==> config.mk <==
export PLATFORM = sky130hd
export DESIGN_NAME = dmem_block_responder
export DESIGN_NICKNAME = d
export VERILOG_FILES = /design/src/rtl/dmem_block_responder.sv
export SDC_FILE = /design/constraint.sdc
export NUM_CORES = 2
export LEC_CHECK = 0
export CAP_MARGIN = 20
export CORE_UTILIZATION = 45
export CTS_CLUSTER_DIAMETER = 200
export DETAILED_ROUTE_END_ITERATION = 8
export PLACE_DENSITY = 0.62
export SETUP_SLACK_MARGIN = 0.2
export SLEW_MARGIN = 10
export SYNTH_ARGS = -nofsm -noshare
export SYNTH_HDL_FRONTEND = slang
export SYNTH_SLANG_ARGS = --single-unit
==> constraint.sdc <==
create_clock -name clock -period 5.3 [get_ports clock]
set_input_delay 0.53 -clock clock [delete_from_list [all_inputs] [get_ports clock]]
set_output_delay 0.53 -clock clock [all_outputs]
set_load 0.02 [all_outputs]
==> src/rtl/dmem_block_responder.sv <==
// ============================================================================
//  Module   : dmem_block_responder
//  Purpose  : Block-organised data memory answering cache fills and
//             write-backs with a fixed multi-cycle latency and a
//             combinational busywait handshake.
//             Optional access counters: define DMEM_ACCESS_COUNT_EN.
//  Revision : 1.0  initial release
// ============================================================================
`default_nettype none

module dmem_block_responder #(
    parameter int LATENCY    = 4,
    parameter int ADDR_WIDTH = 6,
    parameter int DATA_WIDTH = 32
) (
    input  logic                  clock,
    input  logic                  reset,
    input  logic                  read,
    input  logic                  write,
    input  logic [ADDR_WIDTH-1:0] address,
    input  logic [DATA_WIDTH-1:0] writedata,
    output logic [DATA_WIDTH-1:0] readdata,
    output logic                  busywait
`ifdef DMEM_ACCESS_COUNT_EN
    ,
    output logic [15:0]           read_count,
    output logic [15:0]           write_count
`endif
);

    localparam int         DEPTH  = 1 << ADDR_WIDTH;
    localparam logic [7:0] LAT_M1 = 8'(LATENCY - 1);

    typedef enum logic [1:0] {
        IDLE = 2'd0,
        BUSY = 2'd1,
        DONE = 2'd2
    } state_t;

    state_t                  state;
    state_t                  next_state;
    logic [7:0]              counter;
    logic                    op_write;
    logic [ADDR_WIDTH-1:0]   addr_lat;
    logic [DATA_WIDTH-1:0]   wdata_lat;
    logic                    request;
    logic                    complete;

    // Contents survive reset; only power-up starts them at zero.
    logic [DATA_WIDTH-1:0]   mem [DEPTH] = '{default: '0};

    assign request  = read | write;
    assign complete = (state == BUSY) && (counter == 8'd0);

    always_ff @(posedge clock) begin
        if (reset) begin
            state <= IDLE;
        end else begin
            state <= next_state;
        end
    end

    always_comb begin
        next_state = state;
        busywait   = 1'b0;
        case (state)
            IDLE: begin
                busywait = request;
                if (request) begin
                    next_state = BUSY;
                end
            end
            BUSY: begin
                busywait = 1'b1;
                if (counter == 8'd0) begin
                    next_state = DONE;
                end
            end
            DONE: begin
                // Requests still high here are ignored so the cache sees completion.
                next_state = IDLE;
            end
            default: begin
                next_state = IDLE;
            end
        endcase
        if (reset) begin
            busywait = 1'b0;
        end
    end

    always_ff @(posedge clock) begin
        if (reset) begin
            counter  <= 8'd0;
            readdata <= '0;
        end else begin
            case (state)
                IDLE: begin
                    if (request) begin
                        op_write  <= write;
                        addr_lat  <= address;
                        wdata_lat <= writedata;
                        counter   <= LAT_M1;
                    end
                end
                BUSY: begin
                    if (counter != 8'd0) begin
                        counter <= counter - 8'd1;
                    end else if (!op_write) begin
                        readdata <= mem[addr_lat];
                    end
                end
                default: begin
                end
            endcase
        end
    end

    always_ff @(posedge clock) begin
        if (!reset && complete && op_write) begin
            mem[addr_lat] <= wdata_lat;
        end
    end

`ifdef DMEM_ACCESS_COUNT_EN
    always_ff @(posedge clock) begin
        if (reset) begin
            read_count  <= 16'd0;
            write_count <= 16'd0;
        end else if (complete) begin
            if (op_write) begin
                if (write_count != 16'hFFFF) begin
                    write_count <= write_count + 16'd1;
                end
            end else begin
                if (read_count != 16'hFFFF) begin
                    read_count <= read_count + 16'd1;
                end
            end
        end
    end
`endif

endmodule

`default_nettype wire
## Word-level counts from Yosys, hierarchy flattened

Memory sizes are Yosys's and may differ from the RTL's. A register that Yosys moved wholly into a read port is not among the register bits.
Cells that the tools add are included.

| word-level totals | value |
|---|---|
| flip-flop bits (word level) | 49 |
| latch bits | 0 |
| RAM bits | 2048 |
| ROM bits | 0 |
| input bits | 42 |
| output and inout bits | 33 |
| logic and storage cells | 37 |
| memories | 1 |

| operators by class | value |
|---|---|
| $add $sub $neg | 1 |
| multipliers | 0 |
| divide/modulo/power cells | 0 |
| $lt $le $gt $ge | 0 |
| equal/unequal tests | 4 |
| shifts and indexed selects | 0 |
| mux-type cells | 10 |
| bitwise gates (word level) | 4 |
| reductions and logical operators | 12 |

Memories:

| memory | depth | width | rd ports | clocked after Yosys merged registers in | write ports | RTL line | source |
|---|---|---|---|---|---|---|---|
| mem | 64 | 32 | 1 | 1 | 1 | 50 | `logic [DATA_WIDTH-1:0] mem [DEPTH] = '{default: '0};` |

Operators with widths:

| cell | number |
|---|---|
| $mux W8 | 2 |
| $pmux W8 S2 | 1 |
| $reduce_and A3 Y1 | 3 |
| $logic_not A8 Y1 | 1 |
| $reduce_bool A8 Y1 | 1 |
| $sub A8 B1 Y8 const B | 1 |
| $mux W2 | 2 |
| $ne A2 B1 Y1 const B | 2 |
| $pmux W2 S2 | 1 |
| $logic_and A1 B1 Y1 | 3 |
| $mux W1 | 3 |
| $not A1 Y1 | 3 |
| $eq A2 B1 Y1 const B | 1 |
| $logic_not A2 Y1 | 1 |
| $ne A2 B2 Y1 const B | 1 |
| $pmux W1 S2 | 1 |
| $reduce_and A2 Y1 | 1 |
| $reduce_bool A2 Y1 | 1 |
| $logic_not A1 Y1 | 1 |
| $or A1 B1 Y1 | 1 |

## Depth between registers and ports, before layout

| depth | value |
|---|---|
| word-level depth | 6 |
| mapped depth | 12 |
| mapped depth without buffers | 8 |

## Worst setup path before layout

Ideal clock, no wire load.

| timing | value |
|---|---|
| path kind | register to register |
| start point | register counter[2] |
| end point | memory mem[12][0], enable pin |
| setup time | 0.421 ns |
| arrival | 3.409 ns |
| data required time | 4.879 ns |
| setup slack | 1.470 ns |
| cell stages (with the launch flop) | 8 |
| path buffers | 1 |
| clock period less this slack | 3.830 ns |
| cell sequence | dfxtp_1 or4_4 or4_4 nor3_1 and2_1 buf_2 nand3_1 nor2_1 |

| on the way | value |
|---|---|
| longest elaborated chain between the ends | 6 |

RTL lines:

| item | RTL line | source |
|---|---|---|
| start, declared | 42 | `logic [7:0] counter;` |
| start signal, assigned | 108 | `counter <= counter - 8'd1;` |
| $logic_not A8 Y1 | 53 | `assign complete = (state == BUSY) && (counter == 8'd0);` |
| $logic_and A1 B1 Y1 | 53 |  |
| $logic_and A1 B1 Y1 (2 in a row) | 120 | `if (!reset && complete && op_write) begin` |
| $mux W1 | 120 |  |
| $mux W1 (implied by the code) | 121 | `mem[addr_lat] <= wdata_lat;` |
| end, declared | 50 |  |

No other way between the ends.

## Worst setup path in the final report

| timing | value |
|---|---|
| start point | register counter[2] |
| end point | memory mem[11][25], enable pin |

The elaborated chain is that of the path after synthesis.

==> run_results.csv <==
group,metric,value,unit
run_status,status,"finished, final reports clean",
logic_synthesis,yosysMostFrequentCell,"edfxtp_1",
logic_synthesis,synth_top_area_share,77.1,%
routing,wl,250000,um
timing,hold_viol_final,0,
setup_path,crit_start,"counter[2]",
setup_path,ff2ff_path_depth,7,
grt,grt_overflow,0,
clock_network,holdBufCountCts,1,
clock_network,cts.sinks,2129,
setup_path,worstPathMaxFanout,18,
timing,fin_crit,4.40,ns
clock_network,numCtsBuffers,211,
routing,num_vias,45832,
routing,route.detailed.drc,0,
power,peakVddDrop,0.372,mV
power,clock_power_share,39.8,%
layout,fill_cells,14004,
die,initial_utilization,45.4,%
power,intPower,28.3,mW
layout,regArea,63500,um^2
clock_network,clk_latency,0.88,ns
grt,grt_max_degree,95,
grt,grt.total_usage,27.4,%
clock_network,clockBufferDepth,3,
timing,slew_headroom,24.1,%
flow_run,maxCapViolCount,0,
layout,multiInputGateArea,17100,um^2
logic_synthesis,synth_commonest_cells,"edfxtp_1 (2087), mux2_2 (195), a221oi_1 (185)",
die,chipWidth,427,um
setup_path,crit_path_end_kind,"register",
power,leakage,29.4,nW
logic_synthesis,synth_area,81300,um^2
layout,finalNetCount,4541,
power,p_seq_share,50.7,%
timing,holdWs,0.219,ns
setup_path,slowest_stage,"nor2_4",
timing,period_share,83.0,%
timing,drv_slew,0,
logic_synthesis,ys_top_cells_by_area,"edfxtp_1 (77%), mux4_2 (4.6%), mux2_2 (2.7%)",
routing,routed_via_density,6.52,
clock_network,htreeDepth,4,
logic_synthesis,syn-num-nets,4317,
logic_synthesis,yosys_register_bits,2129,
setup_path,criticalPathCategory,"reg2reg",
layout,final_layout_size_suffix_gt1_share,21.6,%
layout,area_delta_synth_final,14.8,%
grt,grt_pass1_wl,349000,um
timing,rsz0062_at_grt,"false",
routing,wl_per_cell,35.6,um
die,die_area,182000,um^2
place,postPlaceCellArea,86400,um^2
power,share_comb_of_total_power,9.5,%
setup_path,r2r-end,"mem[11][25]",
setup_path,r2r_setup_slack,0.90,ns
power,powerDensity,399,nW/um^2
power,power.switching,9.00,mW
grt,grt_pass1_vias,43667,
die,die_y,427,um
clock_network,ctsRootBufferMaster,"clkbuf_16",
logic_synthesis,syn_inst,4273,
logic_synthesis,synth_flop_cell,"edfxtp_1",
routing,first_iter_violations,7046,
logic_synthesis,avgSynthCellArea,19.0,um^2
routing,detail-route-antenna-nets,0,
setup_path,slowest_delay,0.76,ns
setup_path,endpoint,"mem[11][25]",
clock_network,clk_pin_slew,0.06,ns
clock_network,postCtsSetupRepairBufs,0,
logic_synthesis,yosysSeqAreaShare,78.2,%
timing,fin_skew,0.0506,ns
logic_synthesis,synth_cell_types,72,
place,dp_hpwl,145000,um
timing,finalSetupViolations,0,
die,rows,155,
setup_path,crit_top_cell,"or4_4",
setup_path,start_kind,"register",
timing,max_freq,0.227,GHz
setup_path,crit_required,5.82,ns
logic_synthesis,yosysWarnings,0,
routing,firstDrtPassIters,6,
min_path,hp-class,"in2reg",
grt,antenna_found_initial,12,
logic_synthesis,synth_top_cell_by_area,"edfxtp_1",
die,coreArea,179000,um^2
power,p_sw_share,24.1,%
timing,max_slew.worst_pin.slew,1.13,ns
clock_network,ctsResizeCount,0,
setup_path,worstReg2RegStart,"counter[2]",
setup_path,cp.arrival,4.92,ns
place,globalplace.congestion,0.870,
logic_synthesis,synth-edff-count,2087,
setup_path,path_cells,"or4_4 > or4_4 > nor3_1 > and2_1 > nand2_1 > nor2_4 > buf_4",
layout,fin_area,93300,um^2
clock_network,cts_tree,"built",
place,port_buffers,74,
logic_synthesis,synthArstFlopShare,0,%
die,ios,75,
timing,tns,0,ns
-- area by class of cell --
| type | count | share of cell area, % |
|---|---|---|
| Timing Repair Buffer | 304 | 3.10 |
| Clock buffer | 271 | 6.11 |
| Antenna cell | 2 | 0.00536 |
| Sequential cell | 2129 | 68.1 |
| Tap cell | 2355 | 3.16 |
| Clock inverter | 120 | 1.24 |
| Multi-Input combinational cell | 1845 | 18.3 |
| Inverter | 6 | 0.0335 |
-- cells in the final DEF, fill, tap and decap left out, types with 16 or more instances in the layout --
master / count
mux2_2: 195
clkbuf_16: 215
o2bb2ai_1: 18
o22ai_1: 79
nand3_1: 18
a221o_1: 63
nor2_1: 106
bufinv_16: 17
clkdlybuf4s50_1: 73
a221oi_1: 185
edfxtp_1: 2087
a21oi_1: 97
mux2i_1: 162
a22o_1: 56
clkinv_1: 41
nor2_4: 68
buf_4: 194
dfxtp_1: 42
buf_12: 31
nand2_1: 98
mux4_2: 167
clkinv_2: 46
o21ai_0: 84
clkbuf_1: 45
o22a_1: 16
a211oi_1: 35
a22oi_1: 178
-- power by group through the flow --
stage | Combinational (mW) | Sequential [mW] | Clock (mW)
4_1_cts | 3.45 | 18.9 | 15.0
2_1_floorplan | 1.62 | 19.4 | 0
5_1_grt | 3.63 | 18.9 | 15.6
3_5_place_dp | 3.44 | 19.3 | 0
3_3_place_gp | 3.40 | 19.3 | 0
6_report | 3.53 | 18.9 | 14.8
-- worst min-delay path by stage --
stage                             start            end  slack, ns  cells after the start
after CTS                 writedata[12]  wdata_lat[12]       0.16                      1
after floorplan              counter[0]     counter[0]       0.49                      2
after detailed placement     counter[0]     counter[0]       0.53                      2
after global routing      writedata[11]  wdata_lat[11]       0.19                      1
after global placement       counter[0]     counter[0]       0.52                      2
final                     writedata[11]  wdata_lat[11]       0.22                      1
-- registers in the layout (all words and copies together), names as in the netlist --
name / cells
mem: 2048
wdata_lat: 32
addr_lat: 6
op_write: 1
readdata: 32
state: 2
counter: 8
-- layer usage --
| layer | track usage, % | wire [um] |
|---|---|---|
| met1 | 39.6 | 99500 |
| met2 | 41.6 | 115000 |
| met3 | 5.32 | 26700 |
| met4 | 9.32 | 8790 |
| met5 | 0 | 52 |
-- worst max-delay path: cells and delay by family, from the launching register on --
kind / cells / cell delay [ns]
flops: 1 / 0.35
buf+inv: 1 / 0.41
simple gates: 6 / 3.26
-- metrics by stage --
step | utilization (%) | std cells | setup WS (ns) | total power, mW
2_1_floorplan | - | 4273 | 1.47 | 21.1
3_3_place_gp | 48.3 | 6634 | 0.999 | 22.7
3_5_place_dp | 48.3 | 6637 | 0.928 | 22.7
4_1_cts | 52.1 | 7029 | 0.889 | 37.3
5_1_grt | 52.1 | 7031 | 0.849 | 38.1
6_report | 52.1 | 7032 | 0.900 | 37.3
-- kinds of logic (layout without fill, tap and decap cells) --
kind of cell / Yosys count / after routing / synth area share (%)
XOR/XNOR: 6 / 6 / 0.0647
buffers and inverters: 299 / 701 / 1.60
AND/OR/NAND/NOR: 387 / 387 / 2.18
other: 0 / 2 / 0
flip-flops: 2129 / 2129 / 78.2
adder cells (fa/ha/maj): 2 / 2 / 0.0308
multiplexers: 524 / 524 / 9.33
AO/OA/AOI/OAI: 926 / 926 / 8.65
(Power assumes the default switching activity.)
